`src/rtl/uart_cmd_ctrl.sv`:
```
// uart_cmd_ctrl: parses 5-byte command frames (A5, OP, ARG_HI, ARG_LO, CHK)
// from the UART receiver and drives the ADC configuration registers.
// Optional feature macro: CMD_TIMEOUT_EN (inter-byte timeout abort).
module uart_cmd_ctrl #(
  parameter logic [15:0] DIV_RESET      = 16'd1000,
  parameter logic [23:0] TIMEOUT_CYCLES = 24'd100000
) (
  input  logic        Clk,
  input  logic        Reset,
  input  logic [7:0]  RxData,
  input  logic        RxReady,
  input  logic        RxError,
  output logic [15:0] Divider,
  output logic [2:0]  Channel,
  output logic        CaptureEn,
  output logic        CmdStrobe,
  output logic [7:0]  CmdOpcode,
  output logic        FrameErr,
  output logic [7:0]  ErrCount
);

  localparam logic [7:0] SYNC_BYTE = 8'hA5;

  typedef enum logic [2:0] {
    S_SYNC, S_OPCODE, S_ARG_HI, S_ARG_LO, S_CHECK, S_EXEC
  } state_e;

  state_e      state_q, state_d;
  logic        rdy_q, err_q;
  logic [7:0]  op_q, op_d, ahi_q, ahi_d, alo_q, alo_d;
  logic [15:0] div_q, div_d;
  logic [2:0]  ch_q, ch_d;
  logic        cap_q, cap_d;
  logic        strobe_q, strobe_d;
  logic [7:0]  opcode_q, opcode_d;
  logic        ferr_q;
  logic [7:0]  errcnt_q, errcnt_d;
  logic        byte_ev_c, err_ev_c, abort_c, timeout_c;

  assign byte_ev_c = RxReady & ~rdy_q;
  assign err_ev_c  = RxError & ~err_q;

`ifdef CMD_TIMEOUT_EN
  logic [23:0] tmo_q;

  // Idle counter: cleared by each byte and while waiting for a sync byte
  always_ff @(posedge Clk or negedge Reset) begin
    if (!Reset) begin
      tmo_q <= 24'd0;
    end else if (state_q == S_SYNC || byte_ev_c) begin
      tmo_q <= 24'd0;
    end else if (tmo_q != TIMEOUT_CYCLES) begin
      tmo_q <= tmo_q + 24'd1;
    end
  end

  assign timeout_c = (state_q != S_SYNC) && (tmo_q == TIMEOUT_CYCLES);
`else
  logic unused_tmo;
  assign unused_tmo = ^TIMEOUT_CYCLES;
  assign timeout_c  = 1'b0;
`endif

  // Frame parser next state, config updates and abort detection
  always_comb begin
    state_d  = state_q;
    op_d     = op_q;
    ahi_d    = ahi_q;
    alo_d    = alo_q;
    div_d    = div_q;
    ch_d     = ch_q;
    cap_d    = cap_q;
    strobe_d = 1'b0;
    opcode_d = opcode_q;
    abort_c  = 1'b0;
    if (err_ev_c && state_q != S_SYNC) begin
      abort_c = 1'b1;
    end else if (timeout_c) begin
      abort_c = 1'b1;
    end else begin
      case (state_q)
        S_SYNC:   if (byte_ev_c && RxData == SYNC_BYTE) state_d = S_OPCODE;
        S_OPCODE: if (byte_ev_c) begin op_d  = RxData; state_d = S_ARG_HI; end
        S_ARG_HI: if (byte_ev_c) begin ahi_d = RxData; state_d = S_ARG_LO; end
        S_ARG_LO: if (byte_ev_c) begin alo_d = RxData; state_d = S_CHECK;  end
        S_CHECK: begin
          if (byte_ev_c) begin
            if (RxData == (op_q ^ ahi_q ^ alo_q)) state_d = S_EXEC;
            else                                  abort_c = 1'b1;
          end
        end
        S_EXEC: begin
          state_d  = S_SYNC;
          strobe_d = 1'b1;
          opcode_d = op_q;
          case (op_q)
            8'h01:   div_d = ({ahi_q, alo_q} == 16'd0) ? 16'd1 : {ahi_q, alo_q};
            8'h02:   ch_d  = alo_q[2:0];
            8'h03:   cap_d = alo_q[0];
            8'h04: begin
              div_d = DIV_RESET;
              ch_d  = 3'd0;
              cap_d = 1'b0;
            end
            default: begin
              strobe_d = 1'b0;
              opcode_d = opcode_q;
              abort_c  = 1'b1;
            end
          endcase
        end
        default: state_d = S_SYNC;
      endcase
    end
    if (abort_c) begin
      state_d = S_SYNC;
      div_d   = div_q;
      ch_d    = ch_q;
      cap_d   = cap_q;
    end
    errcnt_d = (abort_c && errcnt_q != 8'hFF) ? errcnt_q + 8'd1 : errcnt_q;
  end

  // State, edge detectors and registered outputs
  always_ff @(posedge Clk or negedge Reset) begin
    if (!Reset) begin
      state_q  <= S_SYNC;
      rdy_q    <= 1'b0;
      err_q    <= 1'b0;
      op_q     <= 8'd0;
      ahi_q    <= 8'd0;
      alo_q    <= 8'd0;
      div_q    <= DIV_RESET;
      ch_q     <= 3'd0;
      cap_q    <= 1'b0;
      strobe_q <= 1'b0;
      opcode_q <= 8'd0;
      ferr_q   <= 1'b0;
      errcnt_q <= 8'd0;
    end else begin
      state_q  <= state_d;
      rdy_q    <= RxReady;
      err_q    <= RxError;
      op_q     <= op_d;
      ahi_q    <= ahi_d;
      alo_q    <= alo_d;
      div_q    <= div_d;
      ch_q     <= ch_d;
      cap_q    <= cap_d;
      strobe_q <= strobe_d;
      opcode_q <= opcode_d;
      ferr_q   <= abort_c;
      errcnt_q <= errcnt_d;
    end
  end

  assign Divider   = div_q;
  assign Channel   = ch_q;
  assign CaptureEn = cap_q;
  assign CmdStrobe = strobe_q;
  assign CmdOpcode = opcode_q;
  assign FrameErr  = ferr_q;
  assign ErrCount  = errcnt_q;

endmodule

```
`config.mk`:
```
export PLATFORM = sky130hd
export DESIGN_NAME = uart_cmd_ctrl
export DESIGN_NICKNAME = d
export VERILOG_FILES = /design/src/rtl/uart_cmd_ctrl.sv
export SDC_FILE = /design/constraint.sdc
export NUM_CORES = 1
export LEC_CHECK = 0
export ABC_AREA = 1
export ABC_CLOCK_PERIOD_IN_PS = 3800
export BUFFER_PORTS_ARGS = -buffer_cell sky130_fd_sc_hd__buf_2
export CORE_MARGIN = 2
export CORE_UTILIZATION = 61
export DETAILED_ROUTE_END_ITERATION = 6
export PLACE_DENSITY = 0.89
export SETUP_SLACK_MARGIN = 0.1
export SLEW_MARGIN = 20
export SYNTH_ARGS = -nofsm -noshare
export SYNTH_HDL_FRONTEND = slang
export SYNTH_SLANG_ARGS = --single-unit
```
`constraint.sdc`:
```
create_clock -name Clk -period 3.8 [get_ports Clk]
set_clock_uncertainty 0.05 [all_clocks]
set_input_delay 0.38 -clock Clk [delete_from_list [all_inputs] [get_ports Clk]]
set_output_delay 0.38 -clock Clk [all_outputs]
set_load 0.02 [all_outputs]
```
==> results by group, run 1 <==
Route
  – 1st-iter DRT viols: 231
  – Vias: 2788
  – Final wirelength: 7030 µm
  – Via-per-instance ratio: 5.23
  – Routed WL per cell: 13.2 µm
  – Antenna-violating nets left: 0
  – Remaining DRCs: 0
  – TritonRoute pass-1 iters: 5

Final layout
  – Share of layout cells above drive strength 1: 0.232
  – Fill cell count: 439
  – Reg area: 1680 µm²
  – Multi-input logic area: 1490 µm²
  – Fin nets: 469
  – Area delta synth->final: 13.5%
  – # diodes: 0

Floorplanning
  – Die area: 6190 µm²
  – Top-level port count: 50
  – Die H: 78.7 µm
  – Die width: 78.7 µm
  – Row count: 27
  – Initial Util: 0.626
  – Core Footprint: 5440 µm²

Power and ir drop
  – Sequential share of power: 0.422
  – Design Power: 2.74 mW
  – PwrDens: 710 nW/µm²
  – Static Leakage: 2.00 nW
  – Clock share of power: 0.197
  – Switch share: 0.428
  – IR drop worst, VDD: 0.423 mV
  – P_int: 1.57 mW
  – Net switching power: 1.17 mW
  – Comb pwr share: 0.381

Worst hold path
  – Hold Crit Class: in -> async

Logic synthesis
  – Top cell type's share of synthesized area: 0.449
  – Sequential element share of the synthesized area: 0.495
  – Syn Inst Count: 403
  – Post-synth EDFFs: 0
  – Number of distinct library cells after synthesis: 31
  – Warnings, synthesis: 0
  – Cell with the most instances after synthesis: nand2_1
  – Largest cells by area after synthesis: dfrtp_1 (45%), nand2_1 (15%), o21ai_2 (5.1%)
  – Mapped Area: 3400 µm²
  – Primary FF master, synth: dfrtp_1
  – Mean Syn Cell Area: 8.44 µm²
  – Post-synth ARST share: 1.00
  – Mapped Nets: 416
  – Commonest cells post-synth: nand2_1 (136), dfrtp_1 (61), inv_1 (38), o21ai_0 (33), nor2_1 (27)
  – Cell taking the most area after synthesis: dfrtp_1
  – Post-synthesis register bit count: 67

CTS
  – H-tree Lvls: 3
  – Num Clock Sinks: 67
  – # hold bufs at CTS: 0
  – TritonCTS buffer count: 9
  – Skew-Pair Late Insertion Delay: 0.35 ns
  – Clock Tree Root: clkbuf_8
  – CTS clock-pin slew for the worst setup and hold paths: 0.07 ns
  – Cts repair resizes: 0
  – Max clock buf depth: 2
  – TritonCTS clock tree: done
  – # Post-CTS Setup Buffers: 0

STA
  – Final Max Tran Viols: 0
  – Final setup viols: 0
  – Post-Route Setup TNS: 0 ns
  – Slew at the pin closest to its max-slew limit: 0.762 ns
  – FMAX: 462 MHz
  – Minimum clock period: 2.17 ns
  – RSZ-0062 raised after global routing: false
  – Final Cycle Share: 0.570
  – Fin. Hold Viols: 0
  – Max-slew headroom: 0.486

GRT
  – Antenna violations before repair: 0
  – Global route overflow: 0
  – First-pass GRT wire length: 12100 µm
  – Largest net degree at the start of global routing: 54
  – Vias in the first global route: 2597
  – Total GRT Usage: 0.254

Placement
  – Post-DP HPWL: 5020 µm
  – GPL Wtd Cong: 0.919
  – Buffers on Ports: 49

Outcome
  – Outcome: finished clean

Setup path
  – Setup crit start kind: flop
  – Slowest cell on crit path: dfrtp_1
  – Crit Path Category: reg -> reg
  – CP endpoint kind: flop
  – Crit path top cell by count: nand2_1
  – Worst path required time: 3.98 ns
  – Reg2reg setup slack: 1.63 ns
  – CP cell instances: inv_2 > nand2_1 > nand2_1 > nand3_1 > nand2_1 > nand2_1 > nor2_1 > nand2_1 > nand3_4 > nand4_4 > nand2_1 > o21ai_2
  – Worst-path maximum fanout: 32
  – CP max stage delay: 0.45 ns
  – WP data arrival: 2.34 ns

Run
  – Max cap viols: 0
==> critical path, delay by kind of cell, from the launching register on <==
kind / cells / cell delay, ns
AOI/OAI and AO/OA: 1 / 0.07
buffers and inverters: 1 / 0.12
and+or+nand+nor: 10 / 1.37
DFF: 1 / 0.45
==> layout by cell type, fill, tap and decap left out, types with 2 or more instances in the layout <==
master,instances
dfstp_2,6
o21ai_0,33
xor2_1,8
nand3_1,15
inv_1,38
nand3_2,2
buf_4,2
nand2_1,136
o21ai_2,20
a21oi_1,2
nor2_1,27
clkinv_2,2
nor2_4,2
nand4_1,7
dfrtp_1,61
buf_2,48
nor2_2,2
nor3_1,4
clkbuf_8,11
clkinvlp_4,2
xnor2_1,15
inv_2,5
nor4_1,2
nand2_4,2
==> sequential cells by signal, summed over array words and instances, names as in the netlist <==
register / flops
rdy_q: 1
state_q: 3
ErrCount: 8
err_q: 1
FrameErr: 1
Divider: 16
op_q: 8
Channel: 3
alo_q: 8
ahi_q: 8
CaptureEn: 1
CmdStrobe: 1
CmdOpcode: 8
==> worst paths after layout <==
check | endpoint | cells past startpoint | start
max | Divider[4]$_DFFE_PN0P_ | 12 | op_q[1]$_DFFE_PN0P_
min | op_q[4]$_DFFE_PN0P_ | 1 | Reset
max reg2reg | Divider[4]$_DFFE_PN0P_ | 12 | op_q[1]$_DFFE_PN0P_
min reg2reg | Divider[8]$_DFFE_PN1P_ | 2 | Divider[8]$_DFFE_PN1P_
max in group asynchronous | op_q[2]$_DFFE_PN0P_ | 2 | Reset
min in group Clk | rdy_q$_DFF_PN0_ | 1 | RxReady
==> per-layer routing <==
metal,vias up,global-route usage,part of all wire
met5,-,0,0
met3,13,0.0670,0.070
met1,1297,0.350,0.44
met2,93,0.391,0.47
li1,1385,-,-
met4,0,0.0930,0.018
==> layout make-up <==
class | count | area share
clock buffers | 12 | 0.0402
clock inverters | 4 | 0.00648
inverters | 43 | 0.0418
multi-input cells | 285 | 0.386
flip-flops and latches | 67 | 0.436
well taps | 72 | 0.0233
repair buffers | 50 | 0.0661
==> power by group through the flow <==
| stage | Clock, mW | Sequential [mW] | Combinational, mW |
|---|---|---|---|
| floorplan | 0 | 1.18 | 0.736 |
| global placement | 0 | 1.15 | 0.974 |
| detailed placement | 0 | 1.16 | 1.03 |
| CTS | 0.549 | 1.15 | 1.05 |
| global route | 0.586 | 1.19 | 1.18 |
| finish | 0.540 | 1.16 | 1.05 |
==> cell families after synthesis <==
group	share of synthesized area
compound gates	0.110
xor+xnor	0.0592
fa+ha+maj	0.00368
buf+inv	0.0673
flops	0.495
simple gates	0.265
==> per-stage QoR <==
stage / hold slack (ns) / setup slack, ns / utilization / instances / area (µm²)
2_1_floorplan: 0.0344 / 2.14 / - / 403 / 3400
3_3_place_gp: 0.412 / 1.64 / 0.676 / 517 / 3680
3_5_place_dp: 0.405 / 1.59 / 0.677 / 517 / 3680
4_1_cts: 0.0290 / 1.63 / 0.710 / 533 / 3860
5_1_grt: 0.0441 / 1.39 / 0.710 / 533 / 3860
6_report: 0.000540 / 1.63 / 0.710 / 533 / 3860
Note: power is estimated with default switching activity, not from simulation.
==> run 2, diff against run 1 <==
--- a/config.mk
+++ b/config.mk
@@ -6,12 +6,12 @@
 export NUM_CORES = 1
 export LEC_CHECK = 0
 export ABC_AREA = 1
-export ABC_CLOCK_PERIOD_IN_PS = 3800
+export ABC_CLOCK_PERIOD_IN_PS = 2250
 export BUFFER_PORTS_ARGS = -buffer_cell sky130_fd_sc_hd__buf_2
 export CORE_MARGIN = 2
-export CORE_UTILIZATION = 61
+export CORE_UTILIZATION = 57
 export DETAILED_ROUTE_END_ITERATION = 6
-export PLACE_DENSITY = 0.89
+export PLACE_DENSITY = 0.85
 export SETUP_SLACK_MARGIN = 0.1
 export SLEW_MARGIN = 20
 export SYNTH_ARGS = -nofsm -noshare
==> constraint.sdc (replaced) <==
create_clock -name Clk -period 2.25 [get_ports Clk]
set_clock_uncertainty 0.05 [all_clocks]
set_input_delay 0.225 -clock Clk [delete_from_list [all_inputs] [get_ports Clk]]
set_output_delay 0.225 -clock Clk [all_outputs]
set_load 0.02 [all_outputs]
==> results by group, run 2 (synthesis results as in run 1) <==
Route
  – Remaining DRCs: 0
  – TritonRoute pass-1 iters: 4
  – Vias: 2842
  – DR WL met3: 377 µm
  – DRT met1 WL: 3230 µm
  – Via-per-instance ratio: 5.24
  – Top sig layer: met4
  – Routed WL per cell: 13.2 µm
  – Routed wl met2: 3370 µm
  – 1st-iter DRT viols: 215
  – Antenna-violating nets left: 0
  – Final wirelength: 7130 µm

Placement
  – GPL Wtd Cong: 0.844
  – Placed inst area: 3720 µm²
  – Post-DP HPWL: 5150 µm
  – Buffers on Ports: 49

Final layout
  – Fin nets: 475
  – Share of layout cells above drive strength 1: 0.236
  – Multi-input logic area: 1500 µm²
  – Reg area: 1680 µm²
  – Core Util, Final: 0.682
  – Commonest non-fill, non-tap cell in the layout: nand2_1
  – Area delta synth->final: 17.3%
  – Most frequent cells in the layout: nand2_1 (136), dfrtp_1 (61), buf_2 (49), inv_1 (38), o21ai_0 (33)
  – Fill cell count: 461
  – Max reg flops: 16
  – Final Cell Area: 3990 µm²
  – # diodes: 0

CTS
  – CTS clock-pin slew for the worst setup and hold paths: 0.07 ns
  – TritonCTS buffer count: 9
  – H-tree Lvls: 3
  – Num Clock Sinks: 67
  – Clock Tree Root: clkbuf_8
  – TritonCTS clock tree: done
  – Skew-Pair Late Insertion Delay: 0.34 ns
  – Max clock buf depth: 2

Floorplanning
  – Core Footprint: 5850 µm²
  – Row count: 28
  – Die area: 6600 µm²
  – Die width: 81.3 µm
  – Initial Util: 0.582
  – Top-level port count: 50
  – Die H: 81.3 µm

Outcome
  – Outcome: finished clean

Power and ir drop
  – Static Leakage: 2.06 nW
  – PwrDens: 1230 nW/µm²
  – IR drop worst, VDD: 0.721 mV

STA
  – Minimum clock period: 1.92 ns
  – Hold_ws: 0.173 ns
  – Slew at the pin closest to its max-slew limit: 0.687 ns
  – Final Cycle Share: 0.853
  – Final Max Tran Viols: 0
  – FMAX: 521 MHz
  – Max-slew headroom: 0.542
  – Fin. Hold Viols: 0
  – Post-Route Setup TNS: 0 ns
  – Final setup viols: 0
  – RSZ-0062 raised after global routing: false

Setup path
  – Setup crit start kind: flop
  – Crit path depth: 8
  – WP data arrival: 2.07 ns
  – Family with the most delay on the worst path: simple AND/OR/NAND/NOR gates
  – CP cell instances: nor2_1 > inv_2 > nor2_2 > nor3_4 > nor2_1 > nand2_1 > nand2_1 > o21ai_0
  – Slowest cell on crit path: dfrtp_1
  – Worst Path Buf+Inv: 1
  – Worst path required time: 2.40 ns
  – Reg2Reg Capture Point: op_q[6]$_DFFE_PN0P_
  – CP endpoint kind: flop
  – Reg2Reg Depth: 8
  – CP max stage delay: 0.45 ns
  – Worst-path maximum fanout: 16
  – Worst flop-to-flop path startpoint: state_q[1]$_DFFE_PN0P_
  – Crit Path Category: reg -> reg
  – Reg2reg setup slack: 0.33 ns

GRT
  – Total GRT Usage: 0.240
  – Antenna violations before repair: 0
  – Vias in the first global route: 2578
  – Global route overflow: 0
  – Largest net degree at the start of global routing: 39
  – First-pass GRT wire length: 11900 µm

Run
  – Max cap viols: 0

Worst hold path
  – Hold worst-path end: op_q[7]$_DFFE_PN0P_
  – Worst hold start: RxData[7]
  – WHS Path Cells: 3
  – Hold Crit Class: in -> reg
-- run 2: layout make-up --
cell class,instances,share of cell area
Tap cell,75,0.0235
Inverter,43,0.0404
Multi-Input combinational cell,285,0.375
Timing Repair Buffer,56,0.0805
Clock buffer,11,0.0329
Clock inverter,5,0.0257
Sequential cell,67,0.422
-- run 2: per-layer routing --
layer / vias to the layer above / global-route usage
met3: 15 / 0.0622
met4: 0 / 0.108
li1: 1401 / -
met5: - / 0
met1: 1347 / 0.322
met2: 79 / 0.366
-- run 2: through the flow --
step | power (mW) | instances | worst slack, ns
2_1_floorplan | 3.24 | 403 | 0.592
3_3_place_gp | 3.59 | 523 | 0.352
3_5_place_dp | 3.70 | 523 | 0.264
4_1_cts | 4.91 | 542 | 0.242
5_1_grt | 5.28 | 542 | 0.149
6_report | 4.90 | 542 | 0.331
-- run 2: what timing repair did --
item                                   4_1_cts  5_1_grt
endpoints found under the hold margin       31        0
setup buffers                                0        0
gates resized for setup                      0        2
hold buffers                                 3        0
setup endpoints to repair                    0       14
-- run 2: worst max-delay path by stage --
| stage | start | endpoint | slack, ns |
|---|---|---|---|
| floorplan | op_q[7]$_DFFE_PN0P_ | Divider[12]$_DFFE_PN0P_ | 0.59 |
| global placement | ahi_q[1]$_DFFE_PN0P_ | Divider[6]$_DFFE_PN1P_ | 0.35 |
| detailed placement | op_q[1]$_DFFE_PN0P_ | Divider[8]$_DFFE_PN1P_ | 0.26 |
| global route | op_q[1]$_DFFE_PN0P_ | Divider[15]$_DFFE_PN0P_ | 0.15 |
| CTS | op_q[1]$_DFFE_PN0P_ | Divider[8]$_DFFE_PN1P_ | 0.24 |
| finish | state_q[1]$_DFFE_PN0P_ | op_q[6]$_DFFE_PN0P_ | 0.33 |
-- run 2: worst min-delay path: stages --
cell and delay, ns:
buf_2 0.13, inv_1 0.08, o21ai_0 0.08
-- run 2: power breakdown --
part	switching [mW]	leakage (nW)	internal (mW)
combinational	1.08	1.10	0.677
sequential	0.429	0.846	1.53
clock	0.447	0.114	0.735
total	1.96	2.06	2.95
==> run 3, diff against run 2 <==
--- a/config.mk
+++ b/config.mk
@@ -6,7 +6,7 @@
 export NUM_CORES = 1
 export LEC_CHECK = 0
 export ABC_AREA = 1
-export ABC_CLOCK_PERIOD_IN_PS = 2250
+export ABC_CLOCK_PERIOD_IN_PS = 1800
 export BUFFER_PORTS_ARGS = -buffer_cell sky130_fd_sc_hd__buf_2
 export CORE_MARGIN = 2
 export CORE_UTILIZATION = 57
==> constraint.sdc (replaced) <==
create_clock -name Clk -period 1.8 [get_ports Clk]
set_clock_uncertainty 0.05 [all_clocks]
set_input_delay 0.18 -clock Clk [delete_from_list [all_inputs] [get_ports Clk]]
set_output_delay 0.18 -clock Clk [all_outputs]
set_load 0.02 [all_outputs]
==> results by group, run 3 (synthesis results as in run 1) <==
Power and ir drop
  – PwrDens: 1520 nW/µm²
  – IR drop worst, VDD: 0.790 mV
  – Static Leakage: 2.21 nW

STA
  – Final Max Tran Viols: 0
  – Hold_ws: 0.111 ns
  – Final Cycle Share: 1.08
  – Final setup viols: 20
  – Max-slew headroom: 0.749
  – Final Worst Setup Slack: -0.150 ns
  – Slew at the pin closest to its max-slew limit: 0.376 ns
  – Minimum clock period: 1.95 ns
  – Fin. Hold Viols: 0
  – RSZ-0062 raised after global routing: true
  – FMAX: 513 MHz

Floorplanning
  – Core Footprint: 5850 µm²
  – Die H: 81.3 µm
  – Die width: 81.3 µm
  – Die area: 6600 µm²
  – Row count: 28
  – Top-level port count: 50
  – Initial Util: 0.582

Outcome
  – Violated checks: negative setup slack
  – Outcome: finished, violations left

Setup path
  – Worst Path Buf+Inv: 1
  – Worst path required time: 1.99 ns
  – Slowest cell on crit path: dfrtp_1
  – Crit Path Category: reg -> reg
  – Setup crit start kind: flop
  – Crit path top cell by count: nand2_2
  – CP endpoint kind: flop
  – Family with the most delay on the worst path: simple AND/OR/NAND/NOR gates
  – WP data arrival: 2.14 ns
  – CP max stage delay: 0.45 ns
  – CP cell instances: xnor2_1 > nand2_1 > nand2_1 > nand2_2 > nor2_4 > nand2_2 > nand3_4 > nand4_4 > buf_12 > nand2_2 > o21ai_2
  – Worst-path maximum fanout: 8

Placement
  – GPL Wtd Cong: 0.814
  – DP Cell Count: 538
  – Post-DP HPWL: 5520 µm
  – Buffers on Ports: 49

CTS
  – Clock Tree Root: clkbuf_8
  – TritonCTS buffer count: 9
  – CTS clock-pin slew for the worst setup and hold paths: 0.08 ns
  – TritonCTS clock tree: done
  – Skew-Pair Late Insertion Delay: 0.35 ns
  – H-tree Lvls: 3
  – Max clock buf depth: 2
  – Num Clock Sinks: 67

Route
  – Antenna-violating nets left: 0
  – Final wirelength: 8710 µm
  – Remaining DRCs: 0
  – Via-per-instance ratio: 5.48
  – TritonRoute pass-1 iters: 5
  – 1st-iter DRT viols: 261
  – Vias: 3118
  – Routed WL per cell: 15.3 µm

Final layout
  – Layout Cells excl Fill: 569
  – Fin nets: 502
  – Share of layout cells above drive strength 1: 0.360
  – Most frequent cells in the layout: nand2_1 (111), dfrtp_1 (57), buf_2 (49), inv_1 (35), o21ai_0 (31)
  – Fill cell count: 380
  – Core Util, Final: 0.741
  – Max reg flops: 16
  – Area delta synth->final: 27.4%
  – # diodes: 0
  – Commonest non-fill, non-tap cell in the layout: nand2_1

GRT
  – Total GRT Usage: 0.258
  – Antenna violations before repair: 0
  – Global route overflow: 0
  – Largest net degree at the start of global routing: 68
  – Vias in the first global route: 2771
  – First-pass GRT wire length: 12800 µm

Worst hold path
  – Hold Crit Class: in -> reg

Run
  – Max cap viols: 0
-- run 3: changes by cell type in the layout (fill, tap and decap cells not counted), sizes merged --
cell    before  now
clkinv       1    4
bufinv       3    1
clkbuf      11   12
buf         53   78
-- run 3: path summary, 6_finish.rpt --
path	from	to	slack, ns	depth (start not counted)
min	RxData[2]	op_q[2]$_DFFE_PN0P_	0.11	3
min reg2reg	Divider[8]$_DFFE_PN1P_	Divider[8]$_DFFE_PN1P_	0.43	2
max reg2reg	alo_q[7]$_DFFE_PN0P_	Divider[1]$_DFFE_PN0P_	-0.15	11
min in group asynchronous	Reset	op_q[2]$_DFFE_PN0P_	0.32	3
max in group asynchronous	Reset	Divider[5]$_DFFE_PN1P_	1.05	3
max	alo_q[7]$_DFFE_PN0P_	Divider[1]$_DFFE_PN0P_	-0.15	11
-- run 3: worst register-to-register path, delay by kind of cell, from the launching register on --
| family | cells | cell delay [ns] |
|---|---|---|
| buffers and inverters | 1 | 0.22 |
| DFF | 1 | 0.45 |
| and+or+nand+nor | 8 | 0.81 |
| AOI/OAI and AO/OA | 1 | 0.06 |
| xor gates and xnor gates | 1 | 0.23 |
-- run 3: report_power, final --
group | internal (mW) | leakage (nW) | switching (mW)
Clock | 0.677 | 0.102 | 0.615
Sequential | 1.93 | 0.841 | 0.488
Combinational | 1.14 | 1.27 | 1.73
Total | 3.74 | 2.21 | 2.83
-- run 3: area by class of cell --
| class | instances | area (µm²) | share of cell area |
|---|---|---|---|
| Multi-Input combinational cell | 285 | 1610 | 0.372 |
| Timing Repair Buffer | 83 | 576 | 0.133 |
| Clock buffer | 10 | 138 | 0.0317 |
| Clock inverter | 6 | 65.1 | 0.0150 |
| Inverter | 43 | 164 | 0.0378 |
| Tap cell | 75 | 93.8 | 0.0216 |
| Sequential cell | 67 | 1690 | 0.389 |
-- run 3: per-layer routing --
| layer | track usage | vias up | wire, µm |
|---|---|---|---|
| met5 | 0 | - | 0 |
| met4 | 0.117 | 0 | 275 |
| met3 | 0.0478 | 34 | 509 |
| met2 | 0.422 | 131 | 4390 |
| met1 | 0.331 | 1501 | 3540 |
| li1 | - | 1452 | - |
-- run 3: timing repair --
item / 4_1_cts / 5_1_grt
endpoints found under the setup margin: 31 / 39
hold endpoints to repair: 63 / 0
hold buffers: 3 / 0
pin swaps: 2 / 18
gates cloned: 0 / 3
gates resized for setup: 20 / 29
buffers inserted: 5 / 5
-- run 3: metrics by stage --
step / area [µm²] / TNS (ns) / total power [mW] / setup WS, ns
final: 4340 / -2.03 / 6.57 / -0.150
after global routing: 4340 / -5.37 / 6.99 / -0.245
after CTS: 4160 / -0.0644 / 6.23 / -0.0182
after detailed placement: 3840 / -0.900 / 4.81 / -0.0745
after global placement: 3840 / 0 / 4.65 / 0.0310
after floorplan: 3400 / 0 / 4.05 / 0.142
